## src/rtl/complex_solver_if.sv

```systemverilog
// -----------------------------------------------------------------------------
// complex_solver_if
//
// Purpose:
//   Bundles the control handshake and the pair stream of complex_solver so the
//   solver and its driver/consumer connect through one port.
//
// Signals:
//   start      driver -> solver  Begin a search (honoured only while idle).
//   target     driver -> solver  Wanted tree output, latched with start.
//   out_ready  driver -> solver  Consumer accepts the pair on out_valid & out_ready.
//   busy       solver -> driver  High while a search is running or draining.
//   out_valid  solver -> driver  out_x/out_y hold a matching pair.
//   out_x      solver -> driver  Matching x operand (WIDTH bits).
//   out_y      solver -> driver  Matching y operand (WIDTH bits).
//   done       solver -> driver  One-cycle pulse at the end of a search.
//   match_cnt  solver -> driver  Accepted-pair count (2*WIDTH+1 bits), present
//                                only when COMPLEX_SOLVER_MATCH_CNT_EN is defined.
//
// Modports:
//   master  the side that starts searches and consumes pairs.
//   slave   the solver itself.
//
// Configuration macro: COMPLEX_SOLVER_MATCH_CNT_EN
// -----------------------------------------------------------------------------
interface complex_solver_if #(
    parameter int WIDTH = 8
);
    logic             start;
    logic             target;
    logic             out_ready;
    logic             busy;
    logic             out_valid;
    logic [WIDTH-1:0] out_x;
    logic [WIDTH-1:0] out_y;
    logic             done;
`ifdef COMPLEX_SOLVER_MATCH_CNT_EN
    logic [2*WIDTH:0] match_cnt;

    modport master (
        output start, target, out_ready,
        input  busy, out_valid, out_x, out_y, done, match_cnt
    );

    modport slave (
        input  start, target, out_ready,
        output busy, out_valid, out_x, out_y, done, match_cnt
    );
`else
    modport master (
        output start, target, out_ready,
        input  busy, out_valid, out_x, out_y, done
    );

    modport slave (
        input  start, target, out_ready,
        output busy, out_valid, out_x, out_y, done
    );
`endif
endinterface

```

## src/rtl/complex_solver.sv

```systemverilog
// -----------------------------------------------------------------------------
// complex_solver
//
// Purpose:
//   Sequential inverse of the AND-OR reduction tree
//     f = ((x0y0|x1y1)&(x2y2|x3y3)) | ((x4y4|x5y5)&(x6y6|x7y7))   (WIDTH = 8)
//   Generalised: level 1 is a bitwise AND of x and y, every following
//   pairwise level alternates OR, AND, OR, ... up to a single bit.
//   After a start it walks every (x,y) pair in ascending order of
//   idx = {x, y} and streams out each pair whose tree output equals the
//   latched target, one candidate evaluated per cycle, with valid/ready
//   back-pressure on the output.
//
// Parameters:
//   WIDTH   Operand width; power of two, >= 2. Search space is 2^(2*WIDTH).
//
// Ports:
//   clk     Clock, all logic on the rising edge.
//   rst     Synchronous reset, active-high. Aborts a running search without
//           issuing a done pulse.
//   bus     complex_solver_if.slave: start/target/out_ready in,
//           busy/out_valid/out_x/out_y/done (and match_cnt) out.
//
// Configuration macro:
//   COMPLEX_SOLVER_MATCH_CNT_EN  When defined, bus.match_cnt counts accepted
//                                pairs; cleared on start and reset, and holds
//                                its final value from done until the next start.
//                                When undefined, no counter exists.
//
// Timing:
//   start sampled in cycle 0 -> idx 0 evaluated in cycle 1 -> a matching pair
//   is visible on out_x/out_y in cycle 2. done is asserted in the last DRAIN
//   cycle, i.e. while busy is still high, so a start in that same cycle lands
//   outside IDLE and is ignored.
// -----------------------------------------------------------------------------
module complex_solver #(
    parameter int WIDTH = 8
) (
    input  logic            clk,
    input  logic            rst,
    complex_solver_if.slave bus
);

    localparam int IDX_W  = 2 * WIDTH;
    localparam int LEVELS = $clog2(WIDTH);

    typedef enum logic [1:0] {
        IDLE  = 2'd0,
        RUN   = 2'd1,
        DRAIN = 2'd2
    } state_t;

    state_t           state;
    state_t           state_next;

    logic [IDX_W-1:0] idx;
    logic             target_q;
    logic [WIDTH-1:0] x_q;
    logic [WIDTH-1:0] y_q;
    logic             valid_q;

    logic [WIDTH-1:0] cur_x;
    logic [WIDTH-1:0] cur_y;
    logic             tree_out;
    logic             match;
    logic             last_idx;
    logic             stall;

    // FSM decode results
    logic             busy;
    logic             done;
    logic             load_start;
    logic             eval_en;

    assign cur_x    = idx[IDX_W-1:WIDTH];
    assign cur_y    = idx[WIDTH-1:0];
    assign last_idx = &idx;

    // A held pair that the consumer has not taken freezes the walk.
    assign stall = valid_q & ~bus.out_ready;

    // -------------------------------------------------------------------------
    // Reduction tree. Level 0 is the bitwise AND of the operands; level l
    // halves the vector, combining neighbours with OR on odd levels and AND
    // on even levels. Each level is sized exactly so every bit is used.
    // -------------------------------------------------------------------------
    for (genvar l = 0; l <= LEVELS; l++) begin : g_lvl
        logic [(WIDTH >> l) - 1:0] v;

        if (l == 0) begin : g_leaf
            assign v = cur_x & cur_y;
        end else begin : g_pair
            for (genvar i = 0; i < (WIDTH >> l); i++) begin : g_node
                if ((l % 2) == 1) begin : g_or
                    assign v[i] = g_lvl[l-1].v[2*i] | g_lvl[l-1].v[2*i+1];
                end else begin : g_and
                    assign v[i] = g_lvl[l-1].v[2*i] & g_lvl[l-1].v[2*i+1];
                end
            end
        end
    end

    assign tree_out = g_lvl[LEVELS].v[0];
    assign match    = (tree_out == target_q);

    // -------------------------------------------------------------------------
    // State register
    // -------------------------------------------------------------------------
    // NOTE: sequential state uses non-blocking assignments so every register
    // samples the pre-edge values of the others, independent of block order.
    always_ff @(posedge clk) begin
        if (rst) begin
            state <= IDLE;
        end else begin
            state <= state_next;
        end
    end

    // -------------------------------------------------------------------------
    // Next-state and control decode
    // -------------------------------------------------------------------------
    // NOTE: every signal written here gets a default first; a path that left
    // one unassigned would infer a latch.
    always_comb begin
        state_next = state;
        busy       = 1'b0;
        done       = 1'b0;
        load_start = 1'b0;
        eval_en    = 1'b0;

        unique case (state)
            IDLE: begin
                if (bus.start) begin
                    load_start = 1'b1;
                    state_next = RUN;
                end
            end

            RUN: begin
                busy = 1'b1;
                if (!stall) begin
                    eval_en = 1'b1;
                    // The final index is evaluated here; no wrap afterwards.
                    if (last_idx) begin
                        state_next = DRAIN;
                    end
                end
            end

            DRAIN: begin
                busy = 1'b1;
                // Finish once nothing is pending or the pending pair is being
                // taken this cycle. A reset in this cycle wins: no done pulse.
                if (!rst && (!valid_q || bus.out_ready)) begin
                    done       = 1'b1;
                    state_next = IDLE;
                end
            end

            default: begin
                state_next = IDLE;
            end
        endcase
    end

    // -------------------------------------------------------------------------
    // Search datapath
    // -------------------------------------------------------------------------
    always_ff @(posedge clk) begin
        if (rst) begin
            idx      <= '0;
            target_q <= 1'b0;
            x_q      <= '0;
            y_q      <= '0;
            valid_q  <= 1'b0;
        end else begin
            if (load_start) begin
                target_q <= bus.target;
                idx      <= '0;
            end

            if (eval_en) begin
                if (match) begin
                    // Only a new match updates the visible operands.
                    x_q     <= cur_x;
                    y_q     <= cur_y;
                    valid_q <= 1'b1;
                end else begin
                    // Any pending pair was consumed this cycle (not stalled).
                    valid_q <= 1'b0;
                end

                if (!last_idx) begin
                    idx <= idx + IDX_W'(1);
                end
            end

            if (done) begin
                valid_q <= 1'b0;
            end
        end
    end

`ifdef COMPLEX_SOLVER_MATCH_CNT_EN
    // -------------------------------------------------------------------------
    // Accepted-pair counter. One bit wider than idx so a search where every
    // pair matches (2^(2*WIDTH) pairs) still fits.
    // -------------------------------------------------------------------------
    logic [IDX_W:0] match_cnt_q;

    always_ff @(posedge clk) begin
        if (rst) begin
            match_cnt_q <= '0;
        end else if (load_start) begin
            match_cnt_q <= '0;
        end else if (valid_q && bus.out_ready) begin
            match_cnt_q <= match_cnt_q + (IDX_W + 1)'(1);
        end
    end

    assign bus.match_cnt = match_cnt_q;
`endif

    // -------------------------------------------------------------------------
    // Outputs
    // -------------------------------------------------------------------------
    assign bus.busy      = busy;
    assign bus.done      = done;
    assign bus.out_valid = valid_q;
    assign bus.out_x     = x_q;
    assign bus.out_y     = y_q;

endmodule
```

## src/flat_wrapper.sv

```systemverilog
// flat-port wrapper written by rule: the top's interface ports become plain ports
module complex_solver_flat 
#(
    parameter int WIDTH = 8
)
  (clk, rst, bus_start, bus_target, bus_out_ready, bus_busy, bus_out_valid, bus_out_x, bus_out_y, bus_done);
  complex_solver_if #(.WIDTH(WIDTH)) bus_i ();
  input  logic clk;
  input  logic rst;
  input wire logic [$bits(bus_i.start)-1:0] bus_start;
  input wire logic [$bits(bus_i.target)-1:0] bus_target;
  input wire logic [$bits(bus_i.out_ready)-1:0] bus_out_ready;
  output wire logic [$bits(bus_i.busy)-1:0] bus_busy;
  output wire logic [$bits(bus_i.out_valid)-1:0] bus_out_valid;
  output wire logic [$bits(bus_i.out_x)-1:0] bus_out_x;
  output wire logic [$bits(bus_i.out_y)-1:0] bus_out_y;
  output wire logic [$bits(bus_i.done)-1:0] bus_done;
  assign bus_i.start = bus_start;
  assign bus_i.target = bus_target;
  assign bus_i.out_ready = bus_out_ready;
  assign bus_busy = bus_i.busy;
  assign bus_out_valid = bus_i.out_valid;
  assign bus_out_x = bus_i.out_x;
  assign bus_out_y = bus_i.out_y;
  assign bus_done = bus_i.done;
  complex_solver #(.WIDTH(WIDTH)) u_core (.clk(clk), .rst(rst), .bus(bus_i));
endmodule
```

## config.mk

```make
export PLATFORM = sky130hd
export DESIGN_NAME = complex_solver_flat
export DESIGN_NICKNAME = d
export VERILOG_FILES = /design/src/rtl/complex_solver_if.sv /design/src/rtl/complex_solver.sv /design/src/flat_wrapper.sv
export SDC_FILE = /design/constraint.sdc
export NUM_CORES = 1
export LEC_CHECK = 0
export CORE_ASPECT_RATIO = 0.8
export CORE_MARGIN = 2
export CORE_UTILIZATION = 30
export CTS_CLUSTER_DIAMETER = 60
export DETAILED_ROUTE_END_ITERATION = 6
export PLACE_DENSITY_LB_ADDON = 0.15
export SYNTH_ARGS = -nofsm -noshare
export SYNTH_HDL_FRONTEND = slang
export SYNTH_SLANG_ARGS = --single-unit
```

## constraint.sdc

```tcl
create_clock -name clk -period 4.8 [get_ports clk]
set_input_delay 0.48 -clock clk [delete_from_list [all_inputs] [get_ports clk]]
set_output_delay 0.48 -clock clk [all_outputs]
set_load 0.05 [all_outputs]
```

==> impl_results.md <==
- Commonest non-fill, non-tap cell in the layout: dfxtp_1
- Placed instance area: around 2100 sq um
- Hold crit path type: register to register
- Initial Util: 31.44%
- Final wirelength: around 4.4 mm
- Worst skew pair latency: 290 ps
- Die Ht: roughly 75 um
- RSZ-0062 raised after global routing: false
- CTS tree: done
- Vias per cell: 4.929
- Total negative slack: 0 ps
- Wire length on met3: 159 um
- Final GP Congestion: roughly 0.76
- Register area share after synthesis: between 30% and 40%
- Share of flip-flops with an asynchronous set or reset: 0%
- Actual slew at the worst max-slew pin: 859.6 ps
- CP arrival: ~2300 ps
- Cell Area, Synth: 1888 sq um
- Total grt overflow: 0
- Static leakage: 0.7411 nW
- P&R area growth vs syn: 18.16%
- Clk slew on worst S/H paths: roughly 70 ps
- Required time of the critical path: 4320 ps
- YS warnings: 0
- Internal Power: 488.0 uW
- Die area: about 6900 sq um
- Layout fillers: 630
- Final setup vio count: 0
- H-tree Lvls: 2
- PostCTS Resize Cnt: 0
- Post-CTS setup buffers: 0
- Switching pwr: roughly 230 uW
- DR top layer: met4
- Switch share: a little under a third
- Worst vdd ir: 0.09183 mV
- Vias in the first global route: about 1.4k
- Layout Nets: 236
- Syn Area/Cell: 9.077 sq um
- Drt drc: 0
- Global-route total usage across every layer: 13.61%
- Max-slew headroom: between 40% and 50%
- Routed vias: between 1.5k and 2k
- Post-CTS Hold Buffers: 0
- Layout Skew: between 6 and 7 ps
- Reg area: 720.7 sq um
- Core Util, Final: 37.15%
- Multi-input gate area: 1062 sq um
- Most frequent cells in the layout: 36 x dfxtp_1, 32 x nor2_1, 23 x clkdlybuf4s50_1, 17 x mux2i_1, 11 x nand3_1
- Max Cap Viol: 0
- PD cells: roughly 320 nW/um^2
- Status: completed
- Clk network pwr share: a little under a third
- Clk buf depth: 2
- Final ANT Viol Nets: 0
- Synth Register Bits: 36
- Global-route wire length before repair: roughly 7.3 mm
- Initial DRT Pass Iterations: 4
- Slew Limit Fails: 0
- WHS: 494.0 ps
- Syn Nets: 218
- Root buffer cell: clkbuf_8
- Clk sinks: 36
- Fin. Hold Viols: 0
- Ratio of cells with drive above 1 in the final layout: 9.692%
- IO Count: 24
- I/O Buffers: 23
- Distinct cell type count after synthesis: 48
- Combinational fraction of design power: 24.7%
- Seq pwr share: 44.6%
- Cell count after synthesis: 208
- DP HPWL: 3.101 mm
- Largest net degree at the start of global routing: 39
- Cell area after layout: 2231 sq um
- # diodes: 0
- Fin crit period: 2800 ps
- Achievable clock frequency: 357.1 MHz
- Synth Flop Type: dfxtp_1
- Initial antenna violation count: 0
- Fin crit share: 58.34%
- WS Path Type: primary input to primary output
- Avg WL per Cell: 14.25 um
- WL met2: 1.763 mm
- Total CTS buffers: 5
- Initial DRC count: 92
- Cell Rows: 25
- Critical Path Fanout Max: 38
- Crit path launch type: primary input
- CP endpoint kind: primary output
- Post-synth EDFFs: 0
- DRT met1 WL: between 2 and 2.5 mm
- Die Wd: 92.70 um
- Core Footprint: 6006 sq um
layer usage:
layer	vias up	GRT usage, %
li1	774	-
met1	711	21.25
met2	25	18.49
met3	8	3.003
met4	0	3.922
met5	-	0
Yosys cell counts (3+ instances only):
master	count	area share, %
a21oi_1	9	2.4
mux2i_1	17	9.0
inv_1	5	0.99
a22oi_1	4	1.6
dfxtp_1	36	38
nand2_1	10	2.0
o21ai_1	5	1.3
xnor2_1	4	1.9
nor2_1	32	6.4
clkbuf_1	4	0.79
nand4_1	5	1.7
o21ai_0	3	0.79
buf_2	5	1.3
ha_1	5	3.3
nor3_1	7	1.9
nand2b_1	6	2.0
nand3_1	11	2.9
through the flow:
| stage | power, mW | std cells | setup slack, ps |
|---|---|---|---|
| final | 0.7174 | 308 | 2000 |
| after CTS | 0.7301 | 308 | 1956 |
| after global routing | 0.7596 | 308 | 1866 |
| after floorplan | 0.4701 | 208 | 2808 |
| after global placement | 0.5048 | 300 | 1967 |
| after detailed placement | 0.5050 | 300 | 1958 |
power by group through the flow:
| stage | registers, mW | logic (mW) | clock network (mW) |
|---|---|---|---|
| floorplan | 0.332 | 0.138 | 0 |
| global placement | 0.326 | 0.179 | 0 |
| detailed placement | 0.326 | 0.179 | 0 |
| CTS | 0.319 | 0.179 | 0.232 |
| global route | 0.322 | 0.198 | 0.240 |
| finish | 0.320 | 0.177 | 0.220 |
path summary, 6_finish.rpt:
kind,from,slack (ps),cells after the start,end
min,u_core.bus.out_x[6],490,2,u_core.bus.out_x[6]
max reg2reg,u_core.idx[0],2490,6,u_core.idx[3]
max,rst,2000,5,bus_done
min reg2reg,u_core.bus.out_x[6],490,2,u_core.bus.out_x[6]
flip-flops by register name, summed over array words and instances (netlist names):
signal / count
u_core.bus.out_y: 8
u_core.state: 2
u_core.bus.out_valid: 1
u_core.idx: 16
u_core.target_q: 1
u_core.bus.out_x: 8
cell families (layout without fill, tap and decap cells):
kind of cell	after synthesis	in the layout	share of synthesized area, %
buffers and inverters	18	37	5.566
adder cells (fa/ha/maj)	5	5	3.313
multiplexers	18	18	10.21
AND/OR/NAND/NOR	95	95	29.56
XOR/XNOR	5	5	2.319
AO/OA/AOI/OAI	31	31	10.87
flip-flops	36	36	38.17
critical path, cell delays in order:
cell and delay [ps]:
clkdlybuf4s50_1 390, buf_4 250, nand2b_1 210, nor2_1 160, clkdlybuf4s50_1 830
layout make-up:
cell class / instances / area share (%)
clock buffer: 8 / 4.038
inverter: 5 / 0.8413
multi-input combinational: 154 / 47.62
tap: 81 / 4.543
timing repair buffer: 24 / 10.66
sequential: 36 / 32.31
Power figures use the tool's default switching activity.
